$ cat src/rtl/tilt_encoder.sv
// Accelerometer-to-tilt encoder: block-averages X/Y samples and drives the ball block's direction and threshold inputs.
// Optional stale-sensor timeout is enabled by defining TILT_STALE_TIMEOUT_EN.
module tilt_encoder #(
  parameter int SAMPLE_WIDTH = 12,
  parameter int AVG_LOG2     = 2,
  parameter int SCALE_SHIFT  = 4,
  parameter int DEAD_ON      = 16,
  parameter int DEAD_OFF     = 8,
  parameter int STALE_CYCLES = 50000000
) (
  input  logic                    clk,
  input  logic                    reset,
  input  logic                    sample_valid,
  output logic                    sample_ready,
  input  logic [SAMPLE_WIDTH-1:0] x_sample,
  input  logic [SAMPLE_WIDTH-1:0] y_sample,
  output logic                    x_increment,
  output logic                    x_decrement,
  output logic                    y_increment,
  output logic                    y_decrement,
  output logic [7:0]              x_threshold,
  output logic [7:0]              y_threshold,
  output logic                    update_valid
);

  localparam int AW = SAMPLE_WIDTH + AVG_LOG2;
  localparam int CW = AVG_LOG2 + 1;
  localparam logic [CW-1:0] LAST_IDX = CW'((1 << AVG_LOG2) - 1);
  localparam logic signed [AW-1:0] ON_POS  = AW'(DEAD_ON);
  localparam logic signed [AW-1:0] ON_NEG  = AW'(-DEAD_ON);
  localparam logic signed [AW-1:0] OFF_POS = AW'(DEAD_OFF);
  localparam logic signed [AW-1:0] OFF_NEG = AW'(-DEAD_OFF);

  if (AVG_LOG2 < 0 || AVG_LOG2 > 4 || DEAD_OFF >= DEAD_ON || STALE_CYCLES < 1 || SAMPLE_WIDTH < 9) begin : g_param_check
    $error("tilt_encoder: illegal parameter combination");
  end

  typedef enum logic [1:0] {INIT, ACCUM, UPDATE} top_state_t;
  typedef enum logic [1:0] {NEUTRAL, POS, NEG} dir_state_t;

  top_state_t      state_reg, state_next;
  logic [CW-1:0]   cnt_reg;
  logic            transfer;
  logic            stale_hit;
  logic            in_update;

  assign transfer  = sample_valid && (state_reg == ACCUM);
  assign in_update = (state_reg == UPDATE);

  always_ff @(posedge clk or posedge reset) begin
    if (reset) state_reg <= INIT;
    else       state_reg <= state_next;
  end

  always_comb begin
    state_next   = state_reg;
    sample_ready = 1'b0;
    case (state_reg)
      INIT:   state_next = ACCUM;
      ACCUM: begin
        sample_ready = 1'b1;
        if (transfer && cnt_reg == LAST_IDX) state_next = UPDATE;
      end
      UPDATE: state_next = ACCUM;
      default: state_next = INIT;
    endcase
  end

  always_ff @(posedge clk or posedge reset) begin
    if (reset)                      cnt_reg <= '0;
    else if (in_update || stale_hit) cnt_reg <= '0;
    else if (transfer)              cnt_reg <= cnt_reg + CW'(1);
  end

  always_ff @(posedge clk or posedge reset) begin
    if (reset) update_valid <= 1'b0;
    else       update_valid <= in_update || stale_hit;
  end

`ifdef TILT_STALE_TIMEOUT_EN
  localparam int SCW = $clog2(STALE_CYCLES + 1);
  localparam logic [SCW-1:0] STALE_MAX = SCW'(STALE_CYCLES);
  logic [SCW-1:0] stale_cnt_reg;

  // Saturating at STALE_MAX makes the forced-neutral event fire exactly once per idle stretch.
  assign stale_hit = !transfer && (stale_cnt_reg == STALE_MAX - SCW'(1));

  always_ff @(posedge clk or posedge reset) begin
    if (reset)                          stale_cnt_reg <= '0;
    else if (transfer)                  stale_cnt_reg <= '0;
    else if (stale_cnt_reg != STALE_MAX) stale_cnt_reg <= stale_cnt_reg + SCW'(1);
  end
`else
  assign stale_hit = 1'b0;
`endif

  logic [SAMPLE_WIDTH-1:0] sample_in [2];
  logic                    inc_out   [2];
  logic                    dec_out   [2];
  logic [7:0]              thr_out   [2];

  assign sample_in[0] = x_sample;
  assign sample_in[1] = y_sample;

  for (genvar gi = 0; gi < 2; gi++) begin : g_axis
    logic signed [AW-1:0] acc_reg;
    logic signed [AW-1:0] ext;
    logic signed [AW-1:0] avg;
    logic signed [AW-1:0] scaled;
    logic [AW:0]          sum;
    logic [7:0]           thr_calc;
    logic [7:0]           thr_reg;
    dir_state_t           dir_reg, dir_next;

    assign ext    = AW'($signed(sample_in[gi]));
    assign avg    = acc_reg >>> AVG_LOG2;
    assign scaled = avg >>> SCALE_SHIFT;
    assign sum    = {scaled[AW-1], scaled} + (AW+1)'(128);

    // sum[AW] is the sign of scaled+128; any set bit above bit 7 on a positive sum means > 255.
    always_comb begin
      thr_calc = sum[7:0];
      if (sum[AW])           thr_calc = 8'd0;
      else if (|sum[AW-1:8]) thr_calc = 8'd255;
    end

    always_comb begin
      dir_next = dir_reg;
      case (dir_reg)
        NEUTRAL: begin
          if (scaled >= ON_POS)      dir_next = POS;
          else if (scaled <= ON_NEG) dir_next = NEG;
        end
        POS: begin
          if (scaled <= ON_NEG)       dir_next = NEG;
          else if (scaled < OFF_POS)  dir_next = NEUTRAL;
        end
        NEG: begin
          if (scaled >= ON_POS)       dir_next = POS;
          else if (scaled > OFF_NEG)  dir_next = NEUTRAL;
        end
        default: dir_next = NEUTRAL;
      endcase
    end

    always_ff @(posedge clk or posedge reset) begin
      if (reset)                       acc_reg <= '0;
      else if (in_update || stale_hit) acc_reg <= '0;
      else if (transfer)               acc_reg <= acc_reg + ext;
    end

    always_ff @(posedge clk or posedge reset) begin
      if (reset) begin
        dir_reg <= NEUTRAL;
        thr_reg <= 8'd128;
      end else if (stale_hit) begin
        dir_reg <= NEUTRAL;
        thr_reg <= 8'd128;
      end else if (in_update) begin
        dir_reg <= dir_next;
        thr_reg <= thr_calc;
      end
    end

    assign inc_out[gi] = (dir_reg == POS);
    assign dec_out[gi] = (dir_reg == NEG);
    assign thr_out[gi] = thr_reg;
  end

  assign x_increment = inc_out[0];
  assign x_decrement = dec_out[0];
  assign y_increment = inc_out[1];
  assign y_decrement = dec_out[1];
  assign x_threshold = thr_out[0];
  assign y_threshold = thr_out[1];

endmodule

$ cat config.mk
export PLATFORM = sky130hd
export DESIGN_NAME = tilt_encoder
export DESIGN_NICKNAME = d
export VERILOG_FILES = /design/src/rtl/tilt_encoder.sv
export SDC_FILE = /design/constraint.sdc
export NUM_CORES = 1
export LEC_CHECK = 0
export CORE_MARGIN = 4
export CORE_UTILIZATION = 40
export DETAILED_ROUTE_END_ITERATION = 10
export GPL_ROUTABILITY_DRIVEN = 0
export PLACE_DENSITY_LB_ADDON = 0.08
export SLEW_MARGIN = 20
export SYNTH_ARGS = -nofsm -noshare
export SYNTH_HDL_FRONTEND = slang
export SYNTH_SLANG_ARGS = --single-unit
$ cat constraint.sdc
create_clock -name clk -period 3.8 [get_ports clk]
set_input_delay 0.95 -clock clk [delete_from_list [all_inputs] [get_ports clk]]
set_output_delay 0.95 -clock clk [all_outputs]
set_load 0.1 [all_outputs]
==> qor.yml <==
sta:
  clock_skew_ns: 0.00498
  finalHoldViolCount: 0
  achievable-frequency_ghz: 0.325
  min_period_over_period: 0.809
  worst_slew_margin_rel: 0.353
  tightest_slew_ns: 0.967
  timing.setup.tns_ns: 0
  hold-worst-slack_ns: 0.452
  setup_viol_count_final: 0
  fin_crit_ns: 3.07
  grt_setup_unrepaired: "no"
  final_max_slew_viol_count: 0
  worst_setup_margin_ns: 0.726
clock_tree:
  cts_hold_repair.buffers: 0
  cts.root.buffer_cell: "sky130_fd_sc_hd__clkbuf_8"
  max-clock-path-buffers: 2
  clkSinkCount: 54
  numCtsBuffers: 5
  tritoncts: "done"
  ctsHtreeMaxLevel: 2
  postCtsSetupRepairBufs: 0
  cts_resized: 0
  clk-insertion-delay-late_ns: 0.30
  path_clk_slew_ns: 0.10
yosys:
  leading_area_contributor_after_synthesis: "sky130_fd_sc_hd__dfrtp_1"
  count_of_unique_library_cells_instantiated_by_yosys: 51
  netlist_instances: 381
  synth.cell_area_sq_um: 3410
  synth-seq-area-share: 0.398
  top_cells_by_area_synth: "sky130_fd_sc_hd__dfrtp_1 38%, sky130_fd_sc_hd__ha_1 10%, sky130_fd_sc_hd__nand2_1 6.1%"
  synth_top_area_frac: 0.382
  ys_dominant_reg_cell: "sky130_fd_sc_hd__dfrtp_1"
  synth_async_sr_flop_share: 1.00
  postSynthRegisterBits: 54
  synth-edff-count: 0
  mappedNetlistNets: 438
  synth_area_per_cell_sq_um: 8.94
  yosysWarningCount: 0
power:
  power_density_nw_per_um2: 899
  leakage_power_summed_over_all_cells_nw: 1.85
  vdd_drop_max_mv: 0.256
  report.power.total_mw: 3.68
grt:
  globalRoute.totalOverflow: 0
  antenna_found_initial: 0
  grt_first_pass_wirelength_microns: 12700
  grt_pass1_vias: 2635
  grt_max_degree: 36
  grt.total_usage: 0.154
finish:
  largest_register_ff_count: 28
  final_layout_size_suffix_gt1_frac: 0.0731
  layout.cells.non_filler: 529
  final_common_cell: "sky130_fd_sc_hd__nand2_1"
  synthToLayoutAreaGrowth_pct: 20.2
  finish.utilization: 0.496
  layout.cells.most_common_list: "55 x sky130_fd_sc_hd__nand2_1, 52 x sky130_fd_sc_hd__dfrtp_1, 41 x sky130_fd_sc_hd__clkdlybuf4s50_1"
  antennaDiodeCount: 0
  final_cell_area_sq_um: 4090
  layout.filler_cells: 812
  final_nets: 480
critical_path:
  crit_type: "input port to register"
  worst_ep_required_time_ns: 4.04
  critical_path_cell_by_cell: "clkdlybuf4s50_1 > ha_1 > inv_1 > fa_1 > nor2b_1 > o31a_1 > o211ai_1 > a21oi_1 > a211oi_1 > or4b_1 > nand3_1"
  setup.worst_path.end_class: "register"
  critical-path-max-stage-delay_ns: 0.48
  worstPathBufferInverterCount: 2
  crit_family: "simple AND/OR/NAND/NOR gates"
  crit_path_max_fanout: 3
  critical-path-slowest-cell: "sky130_fd_sc_hd__or4b_1"
  startpoint_type: "input port"
  cp_data_arrival_time_ns: 3.31
placement:
  placed_area_sq_um: 3950
  port_buffers: 48
  placement.setup.worst_slack_ns: 0.411
  place.detailed.hpwl_microns: 5420
  post-place-cells: 521
floorplanning:
  num_rows: 33
  core-area_sq_um: 8260
  die_y_microns: 100
  floorplan.die_area_sq_um: 10100
  floorplan.die.width_microns: 100
  initial_utilization: 0.412
  io_pins: 49
route:
  post_route_drc_violation_count: 0
  detailroute.via_count: 2860
  route.detailed.vias_per_inst: 5.41
  drt_iter0_drc: 106
  drt-wirelength-per-cell_microns: 14.0
  drt_first_pass_iters: 4
  antenna_left: 0
  drt_wl_total_microns: 7380
hold_path:
  timing.hold.worst.class: "register to register"
run_status:
  status: "finished clean"
run:
  maxCapViolCount: 0
-- cells in the mapped netlist, types with 2 or more instances --
cell type                  number
sky130_fd_sc_hd__nand2_1       55
sky130_fd_sc_hd__dfrtp_1       52
sky130_fd_sc_hd__o21ai_1       33
sky130_fd_sc_hd__nand3_1       29
sky130_fd_sc_hd__ha_1          28
sky130_fd_sc_hd__o21ai_0       17
sky130_fd_sc_hd__clkbuf_1      15
sky130_fd_sc_hd__inv_1         13
sky130_fd_sc_hd__nor2_1        13
sky130_fd_sc_hd__a211oi_1      12
sky130_fd_sc_hd__a21oi_1       11
sky130_fd_sc_hd__nor3_1        10
sky130_fd_sc_hd__a21o_1         9
sky130_fd_sc_hd__xnor2_1        9
sky130_fd_sc_hd__xor2_1         9
sky130_fd_sc_hd__nor2b_1        7
sky130_fd_sc_hd__o31ai_1        6
sky130_fd_sc_hd__o21a_1         5
sky130_fd_sc_hd__o211ai_1       4
sky130_fd_sc_hd__and3_1         3
sky130_fd_sc_hd__nand2b_1       3
sky130_fd_sc_hd__a311oi_1       2
sky130_fd_sc_hd__a31o_1         2
sky130_fd_sc_hd__a31oi_1        2
sky130_fd_sc_hd__dfstp_2        2
sky130_fd_sc_hd__fa_1           2
sky130_fd_sc_hd__o31a_1         2
sky130_fd_sc_hd__o41ai_1        2
sky130_fd_sc_hd__or3_1          2
-- metal layers --
| layer | wire, microns | global-route usage | up-vias |
|---|---|---|---|
| met5 | 0 | 0 | - |
| met4 | 63 | 0.0332 | 0 |
| met3 | 286 | 0.0278 | 5 |
| met2 | 3310 | 0.249 | 44 |
| met1 | 3720 | 0.216 | 1348 |
| li1 | - | - | 1463 |
-- path summary, 6_finish.rpt --
path / slack [ns] / endpoint / from / depth (start not counted)
setup / recovery: 0.73 / g_axis[1].acc_reg[12] / y_sample[0] / 11
hold / removal: 0.45 / state_reg[0] / state_reg[0] / 1
setup reg to reg: 1.36 / g_axis[0].acc_reg[13] / g_axis[0].acc_reg[6] / 8
hold reg to reg: 0.45 / state_reg[0] / state_reg[0] / 1
max in group asynchronous: 1.99 / y_threshold[7] / reset / 3
min in group asynchronous: 1.09 / g_axis[1].acc_reg[11] / reset / 2
-- layout make-up --
type                            count  area (sq um)  share of cell area
Clock buffer                        6          82.6              0.0202
Inverter                           14          52.6              0.0128
Sequential cell                    54          1350               0.331
Multi-Input combinational cell    296          1920               0.469
Timing Repair Buffer               52           493               0.120
Clock inverter                      2          60.1              0.0147
Tap cell                          105           131              0.0321
-- where the power goes --
group          internal [mW]  total, mW  switching, mW
combinational          0.799       2.17           1.38
sequential             0.821       1.04          0.216
clock                  0.281      0.472          0.191
-- cells by family (layout without fill, tap and decap cells) --
group / Yosys count / in the layout / synth area share
buffers and inverters: 31 / 74 / 0.0393
XOR/XNOR: 18 / 18 / 0.0463
adder cells (fa/ha/maj): 30 / 30 / 0.115
AND/OR/NAND/NOR: 131 / 131 / 0.181
flip-flops: 54 / 54 / 0.398
AO/OA/AOI/OAI: 117 / 117 / 0.222
Note: power is estimated with default switching activity, not from simulation.
